==> config.mk <==
export PLATFORM = sky130hd
export DESIGN_NAME = ysyx_25020037_ifu
export DESIGN_NICKNAME = d
export VERILOG_FILES = /design/src/rtl/ysyx_25020037_ifu_pkg.sv /design/src/rtl/ysyx_25020037_ifu.sv
export SDC_FILE = /design/constraint.sdc
export NUM_CORES = 1
export LEC_CHECK = 0
export ABC_AREA = 1
export CORE_ASPECT_RATIO = 1.1
export CORE_UTILIZATION = 44
export DETAILED_ROUTE_END_ITERATION = 8
export HOLD_SLACK_MARGIN = 0.05
export PLACE_DENSITY = 0.82
export SYNTH_ARGS = -nofsm -noshare
export SYNTH_HDL_FRONTEND = slang
export SYNTH_SLANG_ARGS = --single-unit
export TNS_END_PERCENT = 5
==> constraint.sdc <==
create_clock -name clk -period 3.6 [get_ports clk]
set_input_delay 0.36 -clock clk [delete_from_list [all_inputs] [get_ports clk]]
set_output_delay 0.36 -clock clk [all_outputs]
set_load 0.01 [all_outputs]
==> src/rtl/ysyx_25020037_ifu_pkg.sv <==
// Shared fetch-unit types and constants: bus layout, reset PC, AXI response codes.
// No logic; imported by the fetch unit and anything that decodes fu_to_du_bus.
// FSM encoding lives here so decode-side debug tooling can name the states.
package ysyx_25020037_ifu_pkg;

  localparam int          FU_TO_DU_BUS_WD = 64;
  localparam logic [31:0] RESET_PC_DEF    = 32'h3000_0000;
  localparam logic [31:0] ERR_INST_DEF    = 32'hFFFF_FFFF;
  localparam logic [1:0]  AXI_RESP_OKAY   = 2'b00;

  typedef enum logic [1:0] {
    S_IDLE   = 2'd0,
    S_REQ    = 2'd1,
    S_WAIT_R = 2'd2,
    S_HOLD   = 2'd3
  } ifu_state_e;

  typedef struct packed {
    logic [31:0] pc;
    logic [31:0] inst;
  } fu_to_du_t;

  // Error responses are turned into a poison word that decode flags as not-realized.
  function automatic fu_to_du_t make_fu_to_du(input logic [31:0] pc,
                                              input logic [31:0] rdata,
                                              input logic [1:0]  rresp,
                                              input logic [31:0] err_inst);
    fu_to_du_t b;
    b.pc   = pc;
    b.inst = (rresp == AXI_RESP_OKAY) ? rdata : err_inst;
    return b;
  endfunction

endpackage

==> src/rtl/ysyx_25020037_ifu.sv <==
// Instruction fetch: owns PC, one AXI4-Lite read per instruction, hands {pc,inst} to decode.
// Latency: accept/redirect -> next arvalid 1 cycle; R beat -> ifu_valid 1 cycle.
// Backpressure: holds ifu_valid/bus stable until idu_ready; at most one read outstanding.
module ysyx_25020037_ifu
  import ysyx_25020037_ifu_pkg::*;
#(
  parameter logic [31:0] RESET_PC = RESET_PC_DEF,
  parameter logic [31:0] ERR_INST = ERR_INST_DEF
) (
  input  logic                       clk,
  input  logic                       rst,
  input  logic                       idu_ready,
  output logic                       ifu_valid,
  output logic [FU_TO_DU_BUS_WD-1:0] fu_to_du_bus,
  input  logic                       exu_dnpc_valid,
  input  logic [31:0]                exu_dnpc,
  output logic                       arvalid,
  input  logic                       arready,
  output logic [31:0]                araddr,
  input  logic                       rvalid,
  output logic                       rready,
  input  logic [31:0]                rdata,
  input  logic [1:0]                 rresp
);

  ifu_state_e  state_q, state_d;
  logic [31:0] pc_q, pc_d;
  logic [31:0] req_addr_q, req_addr_d;
  logic        flush_q, flush_d;
  logic        arvalid_q, arvalid_d;
  logic        rready_q, rready_d;
  logic        ifu_valid_q, ifu_valid_d;
  fu_to_du_t   bus_q, bus_d;

  logic ar_hs;
  logic r_hs;
  logic drop;

  assign ar_hs = arvalid_q & arready;
  assign r_hs  = rready_q & rvalid;
  // A redirect landing in the same cycle as the R beat makes that beat stale too.
  assign drop  = flush_q | exu_dnpc_valid;

  // State register and all registered outputs.
  always_ff @(posedge clk or posedge rst) begin
    if (rst) begin
      state_q     <= S_IDLE;
      pc_q        <= RESET_PC;
      req_addr_q  <= '0;
      flush_q     <= 1'b0;
      arvalid_q   <= 1'b0;
      rready_q    <= 1'b0;
      ifu_valid_q <= 1'b0;
      bus_q       <= '0;
    end else begin
      state_q     <= state_d;
      pc_q        <= pc_d;
      req_addr_q  <= req_addr_d;
      flush_q     <= flush_d;
      arvalid_q   <= arvalid_d;
      rready_q    <= rready_d;
      ifu_valid_q <= ifu_valid_d;
      bus_q       <= bus_d;
    end
  end

  // Next-state: redirect in HOLD pre-empts the accept, so both go straight back to REQ.
  always_comb begin
    state_d = state_q;
    case (state_q)
      S_IDLE:   state_d = S_REQ;
      S_REQ:    if (ar_hs) state_d = S_WAIT_R;
      S_WAIT_R: if (r_hs) state_d = drop ? S_REQ : S_HOLD;
      S_HOLD:   if (exu_dnpc_valid || idu_ready) state_d = S_REQ;
      default:  state_d = S_IDLE;
    endcase
  end

  // PC, request address and flush tracking.
  always_comb begin
    pc_d       = pc_q;
    req_addr_d = req_addr_q;
    flush_d    = flush_q;

    // Latest redirect wins; sequential pc+4 only on a clean accept.
    if (exu_dnpc_valid) begin
      pc_d = exu_dnpc;
    end else if (state_q == S_HOLD && idu_ready) begin
      pc_d = pc_q + 32'd4;
    end

    // araddr is frozen while in REQ so an unaccepted AR never changes under the slave.
    if (state_d == S_REQ && state_q != S_REQ) begin
      req_addr_d = pc_d;
    end

    // The one outstanding (or about-to-issue) read is now stale; eat its R beat.
    if (state_q == S_WAIT_R && r_hs) begin
      flush_d = 1'b0;
    end else if (exu_dnpc_valid && (state_q == S_REQ || state_q == S_WAIT_R)) begin
      flush_d = 1'b1;
    end
  end

  // Output values for the next cycle, decoded from the next state.
  always_comb begin
    arvalid_d   = (state_d == S_REQ);
    rready_d    = (state_d == S_WAIT_R);
    ifu_valid_d = (state_d == S_HOLD);
    bus_d       = bus_q;
    if (state_q == S_WAIT_R && r_hs && !drop) begin
      bus_d = make_fu_to_du(req_addr_q, rdata, rresp, ERR_INST);
    end
  end

  assign arvalid      = arvalid_q;
  assign araddr       = req_addr_q;
  assign rready       = rready_q;
  assign ifu_valid    = ifu_valid_q;
  assign fu_to_du_bus = bus_q;

endmodule

# After elaboration in Yosys (flattened, before gate mapping)
# Cells that the tools add are included.
# totals
ff_bits	134
in_bits	72
output_inout_bits	99
word_cells	41
# op_classes
n_addsub	1
eq_ne	7
muxes	10
bitwise	3
n_reduce_logical	11
# op_table
op	count
$mux 32	3
$add 32x3->32 const B	1
$eq 2x2->1 const B	4
$mux 2	4
$pmux 2 s4	1
$logic_and 1x1->1	5
$eq 2x1->1 const B	2
$logic_not 2->1	2
$and 1x1->1	2
$logic_or 1x1->1	2
$mux 1	2
$ne 2x1->1 const B	1
$reduce_bool 2->1	1
$logic_not 1->1	1
$or 1x1->1	1

# Depth between registers and ports, before layout
# depth
depth_word	6
mapped_depth	13

# Worst setup path after synthesis
# OpenSTA, ideal clock, no wires.
# synth_timing
path_kind	register to register
start	register state_q[0]
end	register req_addr_q[15] (netlist: araddr[15])
setup_ns	0.117
arrival_time_ns	1.667
required_ns	3.483
path_slack_ns	1.816
stages_incl_launch_ff	14
synth_period_minus_slack_ns	1.784
path_cell_list	dfrtp_1 -> inv_1 -> ha_1 -> nand3_1 -> nor2_4 -> nor2_1 -> nand2_1 -> nand2_2 -> nand2_2 -> nor2_8 -> inv_4 -> buf_6 -> nand2_1 -> nand2_1
# synth_via
elab_chain_cells	4
# synth_rtl
item	line	source
start: declaration	ysyx_25020037_ifu.sv:26	ifu_state_e state_q, state_d;
start signal: assignment	ysyx_25020037_ifu.sv:56	state_q <= state_d;
$eq 2x2->1 (tied with other cells)	ysyx_25020037_ifu.sv:70, ysyx_25020037_ifu.sv:88	
$pmux 2 s4 / $logic_and 1x1->1 (equally long branches)	ysyx_25020037_ifu.sv:70, ysyx_25020037_ifu.sv:88	
$eq 2x1->1 / $mux 32 (equally long branches)	ysyx_25020037_ifu.sv:93, ysyx_25020037_ifu.sv:88	
$logic_and 1x1->1 / $mux 32 (equally long branches)	ysyx_25020037_ifu.sv:93, ysyx_25020037_ifu.sv:86	
end signal: assignment	ysyx_25020037_ifu.sv:58	req_addr_q <= req_addr_d;
end: declaration	ysyx_25020037_ifu.sv:28	logic [31:0] req_addr_q, req_addr_d;
# Parallel ways exist; a longest one is shown, timed or not.
# A chain may end at the register's enable or synchronous reset.

# Worst setup path in the final report
# layout_timing
start	register state_q[0]
end	register req_addr_q[12] (netlist: araddr[12])
# Same word-level chain as after synthesis.

==> results.md <==
- The fraction of final layout cells with drive strength greater than 1 is 0.07021.
- The number of inserted diodes is 0.
- The synthesized design contains 0 enable-type register cells.
- CTS placed an instance of sky130_fd_sc_hd__clkbuf_16 at the clock tree root.
- The kind of cell adding the most delay to the critical path is simple AND/OR/NAND/NOR gates.
- The maximum resistive drop on vdd is around 0.34 mV.
- Data on the critical path is required at its endpoint by between 3 and 4 ns.
- The share of flip-flops with an asynchronous set or reset after synthesis is 1.000.
- The power density of the placed cells is ~600 nW/um^2.
- The worst hold margin is ~0.4 ns.
- The post-DP HPWL is 10,530 um.
- The share of synthesized area in the top cell type comes to 0.5402.
- The average routed wire per standard cell is around 13 um.
- The startpoint of the worst register-to-register path is state_q[0]$_DFF_PP0_.
- The run finished with clean final reports.
- The cell count after synthesis is between 700 and 800.
- The region available for standard cell placement spans about 13,000 um^2.
- The final max-slew violation count is 0.
- The biggest area contributor in the post-synthesis netlist is sky130_fd_sc_hd__dfrtp_1.
- The row count is between 40 and 50.
- The number of top-level design ports is 171.
- The chip width is approximately 110 um.
- The most critical setup path has its startpoint at state_q[0]$_DFF_PP0_.
- The arrival time reported for the critical path endpoint is between 2 and 3 ns.
- Dividing the final minimum period by the clock period gives 0.6515.
- The initial core utilization is 0.4571.
- The TritonCTS sink count is around 130.
- The wire length on met3 is a little over 1000 um.
- The final hold violation count is 0.
- The pre-antenna-repair detailed-routing pass consisted of 4 iterations.
- The via density per instance is about 4.8.
- For this design, the CTS-stage hold fixing added 0 buffers.
- The capturing element type of the critical path is a register.
- The count of buffer and inverter cells on the critical path is 2.
- Compared with the post-synthesis result, the final layout area differs by 40.39%.
- The synthesized design contains between 100 and 150 register bits.
- The total routing usage reported by global routing is 0.2209.
- The maximum fanout along the worst path is 46.
- The global-route congestion overflow total is 0.
- On the final layout, the worst clock skew is between 0.008 and 0.009 ns.
- The weighted congestion at the end of routability-driven global placement is approximately 0.89.
- The netlist uses 33 different library cells.
- The maximum number of pins on one net before global-route repair is ~80.
- The clock input transition at the sequential cells of the worst setup and hold paths is about 0.060 ns.
- By area the synthesized netlist is led by sky130_fd_sc_hd__dfrtp_1 (54%), sky130_fd_sc_hd__nand2_1 (20%), sky130_fd_sc_hd__o21ai_0 (5.4%).
- The number of design rule violations left after detail routing is 0.
- For this run, the slowest stage of the critical path takes 0.48 ns.
- The most used standard cell by instance count after synthesis is sky130_fd_sc_hd__nand2_1.
- The flip-flop cell with the highest count after synthesis is sky130_fd_sc_hd__dfrtp_1.
- The worst pin sits at a relative slew slack of 0.5035.
- The commonest cells after synthesis are sky130_fd_sc_hd__nand2_1 (330), sky130_fd_sc_hd__dfrtp_1 (132), sky130_fd_sc_hd__o21ai_0 (66), sky130_fd_sc_hd__inv_1 (55), sky130_fd_sc_hd__nand3_1 (48).
- A synthesized cell averages about 8.1 um^2.
- The level count of the clock H-tree is 4.
- The clock latency reported for the late side of the worst-skew pair is 0.42 ns.
- The yosys synthesis warning count is 0.
- STA classifies the critical path startpoint as a register.
- At the pin with the least slew margin, the transition time is 0.7448 ns.
- In this run the top signal layer used is met4.
- The final layout contains around 1,000 nets.
- For this run, the register share of the synthesized area comes to 0.5488.
- The TritonCTS clock tree is done.
- The final-layout setup total negative slack is 0 ns.
- The length of routed wiring on met1 is between 6000 and 7000 um.
- The number of antenna violations at the first check in global routing is 0.
- Traced cell by cell, the critical path runs through inv_1 > ha_1 > nand3_1 > nor2_4 > nor2_1 > nand2_1 > nand2_2 > nand2_2 > nor2_8 > inv_4 > nand2_1 > nand2_1.
- The most frequent cell on the critical path is sky130_fd_sc_hd__nand2_1.
- The number of setup buffers added after CTS is 0.
- The minimum clock period is ~2.3 ns.
- Gates resized during post-CTS repair numbered 0.
- The final cell utilization of the core is 0.6417.
- Input and output buffers added on the ports amount to 170.
- The total CTS buffers is 17.
- The overall die height is between 100 and 150 um.
- The maximum clock rate is around 430 MHz.
- Setup repair after global routing left no endpoint under its margin.
- The area of the mapped netlist is 6115 um^2.
- The length of routed met2 wiring is 7241 um.
- The leakage power of the design is roughly 4.2 nW.
- The number of global-route vias before repair came to 5,205.
- The detailed router finished its first iteration with around 250 violations.
- The tool flagged a number of max-cap violations equal to 0.
- The buffer depth of the longest clock path is 2.
- The routed layout has between 5,000 and 6,000 vias.
- The first global-routing pass estimated approximately 25,000 um of wire.
- Counting every net in the synthesized netlist gives between 800 and 900.
- By startpoint and endpoint, the worst setup path is classified as reg -> reg.
- The type of the most critical hold path is in -> async.
- The post-detailed-routing wire length is between 15,000 and 20,000 um.
- The number of antenna-violating nets in the routed design is 0.
- The die covers 14,370 um^2.
- The count of endpoints failing setup in the final report is 0.
- The highest-delay cell along the critical path is sky130_fd_sc_hd__nor2_8.
per-stage QoR:
step	instances	worst slack, ns	power (mW)	area (um^2)
after detailed placement	1092	1.140	3.393	7995
after global placement	1092	1.196	3.345	7995
after global routing	1124	0.9575	5.375	8584
final	1124	1.254	5.071	8584
after CTS	1124	1.222	5.128	8584
after floorplan	758	1.576	2.770	6118
cell families after synthesis:
group                    share of synthesized area
adder cells (fa/ha/maj)                    0.01228
buffers and inverters                      0.05627
XOR/XNOR                                  0.007162
AND/OR/NAND/NOR                             0.3022
AO/OA/AOI/OAI                              0.07326
flip-flops                                  0.5488
worst paths after layout:
| path | end | slack [ns] | depth (start not counted) |
|---|---|---|---|
| worst max-delay path | araddr[12]$_DFFE_PP0P_ | 1.25 | 12 |
| worst min-delay path | fu_to_du_bus[38]$_DFFE_PP0P_ | 0.40 | 2 |
| worst max register to register | araddr[12]$_DFFE_PP0P_ | 1.25 | 12 |
| worst min register to register | fu_to_du_bus[12]$_DFFE_PP0P_ | 0.47 | 2 |
| max in group asynchronous | fu_to_du_bus[58]$_DFFE_PP0P_ | 2.38 | 3 |
| min in group clk | fu_to_du_bus[12]$_DFFE_PP0P_ | 0.47 | 2 |
per-layer routing:
layer,up-vias,GRT usage
met5,-,0
met3,29,0.06064
met2,157,0.3683
met4,0,0.09931
met1,2493,0.2661
li1,2714,-
area by class of cell:
class,instances,area [um^2]
fill,1145,4793
timing repair buffer,178,1774
clock inverter,14,150.1
inverter,57,220.2
clock buffer,18,439.2
sequential,134,3356
multi-input combinational,539,2415
tap,184,230.2
state kept, by name (all words and copies together), names as in the netlist:
register and cells:
pc_q 32, ifu_valid 1, state_q 2, rready 1, flush_q 1, fu_to_du_bus 64, arvalid 1, araddr 32
report_power, final:
group / total [mW] / switching, mW / internal, mW
clock: 1.72 / 0.673 / 1.04
combinational: 1.41 / 0.790 / 0.625
sequential: 1.94 / 0.187 / 1.75
total: 5.07 / 1.65 / 3.42
placed cells by master, fill, tap and decap left out, types with 4 or more instances in the layout:
cell                              count
sky130_fd_sc_hd__nand2_1            330
sky130_fd_sc_hd__clkdlybuf4s50_1    170
sky130_fd_sc_hd__dfrtp_1            132
sky130_fd_sc_hd__o21ai_0             66
sky130_fd_sc_hd__inv_1               53
sky130_fd_sc_hd__nand3_1             48
sky130_fd_sc_hd__nor2_1              36
sky130_fd_sc_hd__clkbuf_16           17
sky130_fd_sc_hd__or2_2                8
sky130_fd_sc_hd__buf_4                7
sky130_fd_sc_hd__nand3b_1             6
sky130_fd_sc_hd__ha_1                 6
sky130_fd_sc_hd__nand2_2              5
sky130_fd_sc_hd__xor2_1               5
sky130_fd_sc_hd__nor2_4               4
sky130_fd_sc_hd__o21bai_1             4
sky130_fd_sc_hd__a21boi_0             4
sky130_fd_sc_hd__clkinvlp_4           4
sky130_fd_sc_hd__inv_6                4
worst reg2reg max path: stages (launching register included):
cell,delay [ns]
sky130_fd_sc_hd__dfrtp_1,0.42
sky130_fd_sc_hd__inv_1,0.09
sky130_fd_sc_hd__ha_1,0.24
sky130_fd_sc_hd__nand3_1,0.20
sky130_fd_sc_hd__nor2_4,0.05
sky130_fd_sc_hd__nor2_1,0.10
sky130_fd_sc_hd__nand2_1,0.06
sky130_fd_sc_hd__nand2_2,0.09
sky130_fd_sc_hd__nand2_2,0.10
sky130_fd_sc_hd__nor2_8,0.48
sky130_fd_sc_hd__inv_4,0.22
sky130_fd_sc_hd__nand2_1,0.12
sky130_fd_sc_hd__nand2_1,0.06
Note: power is estimated with default switching activity, not from simulation.
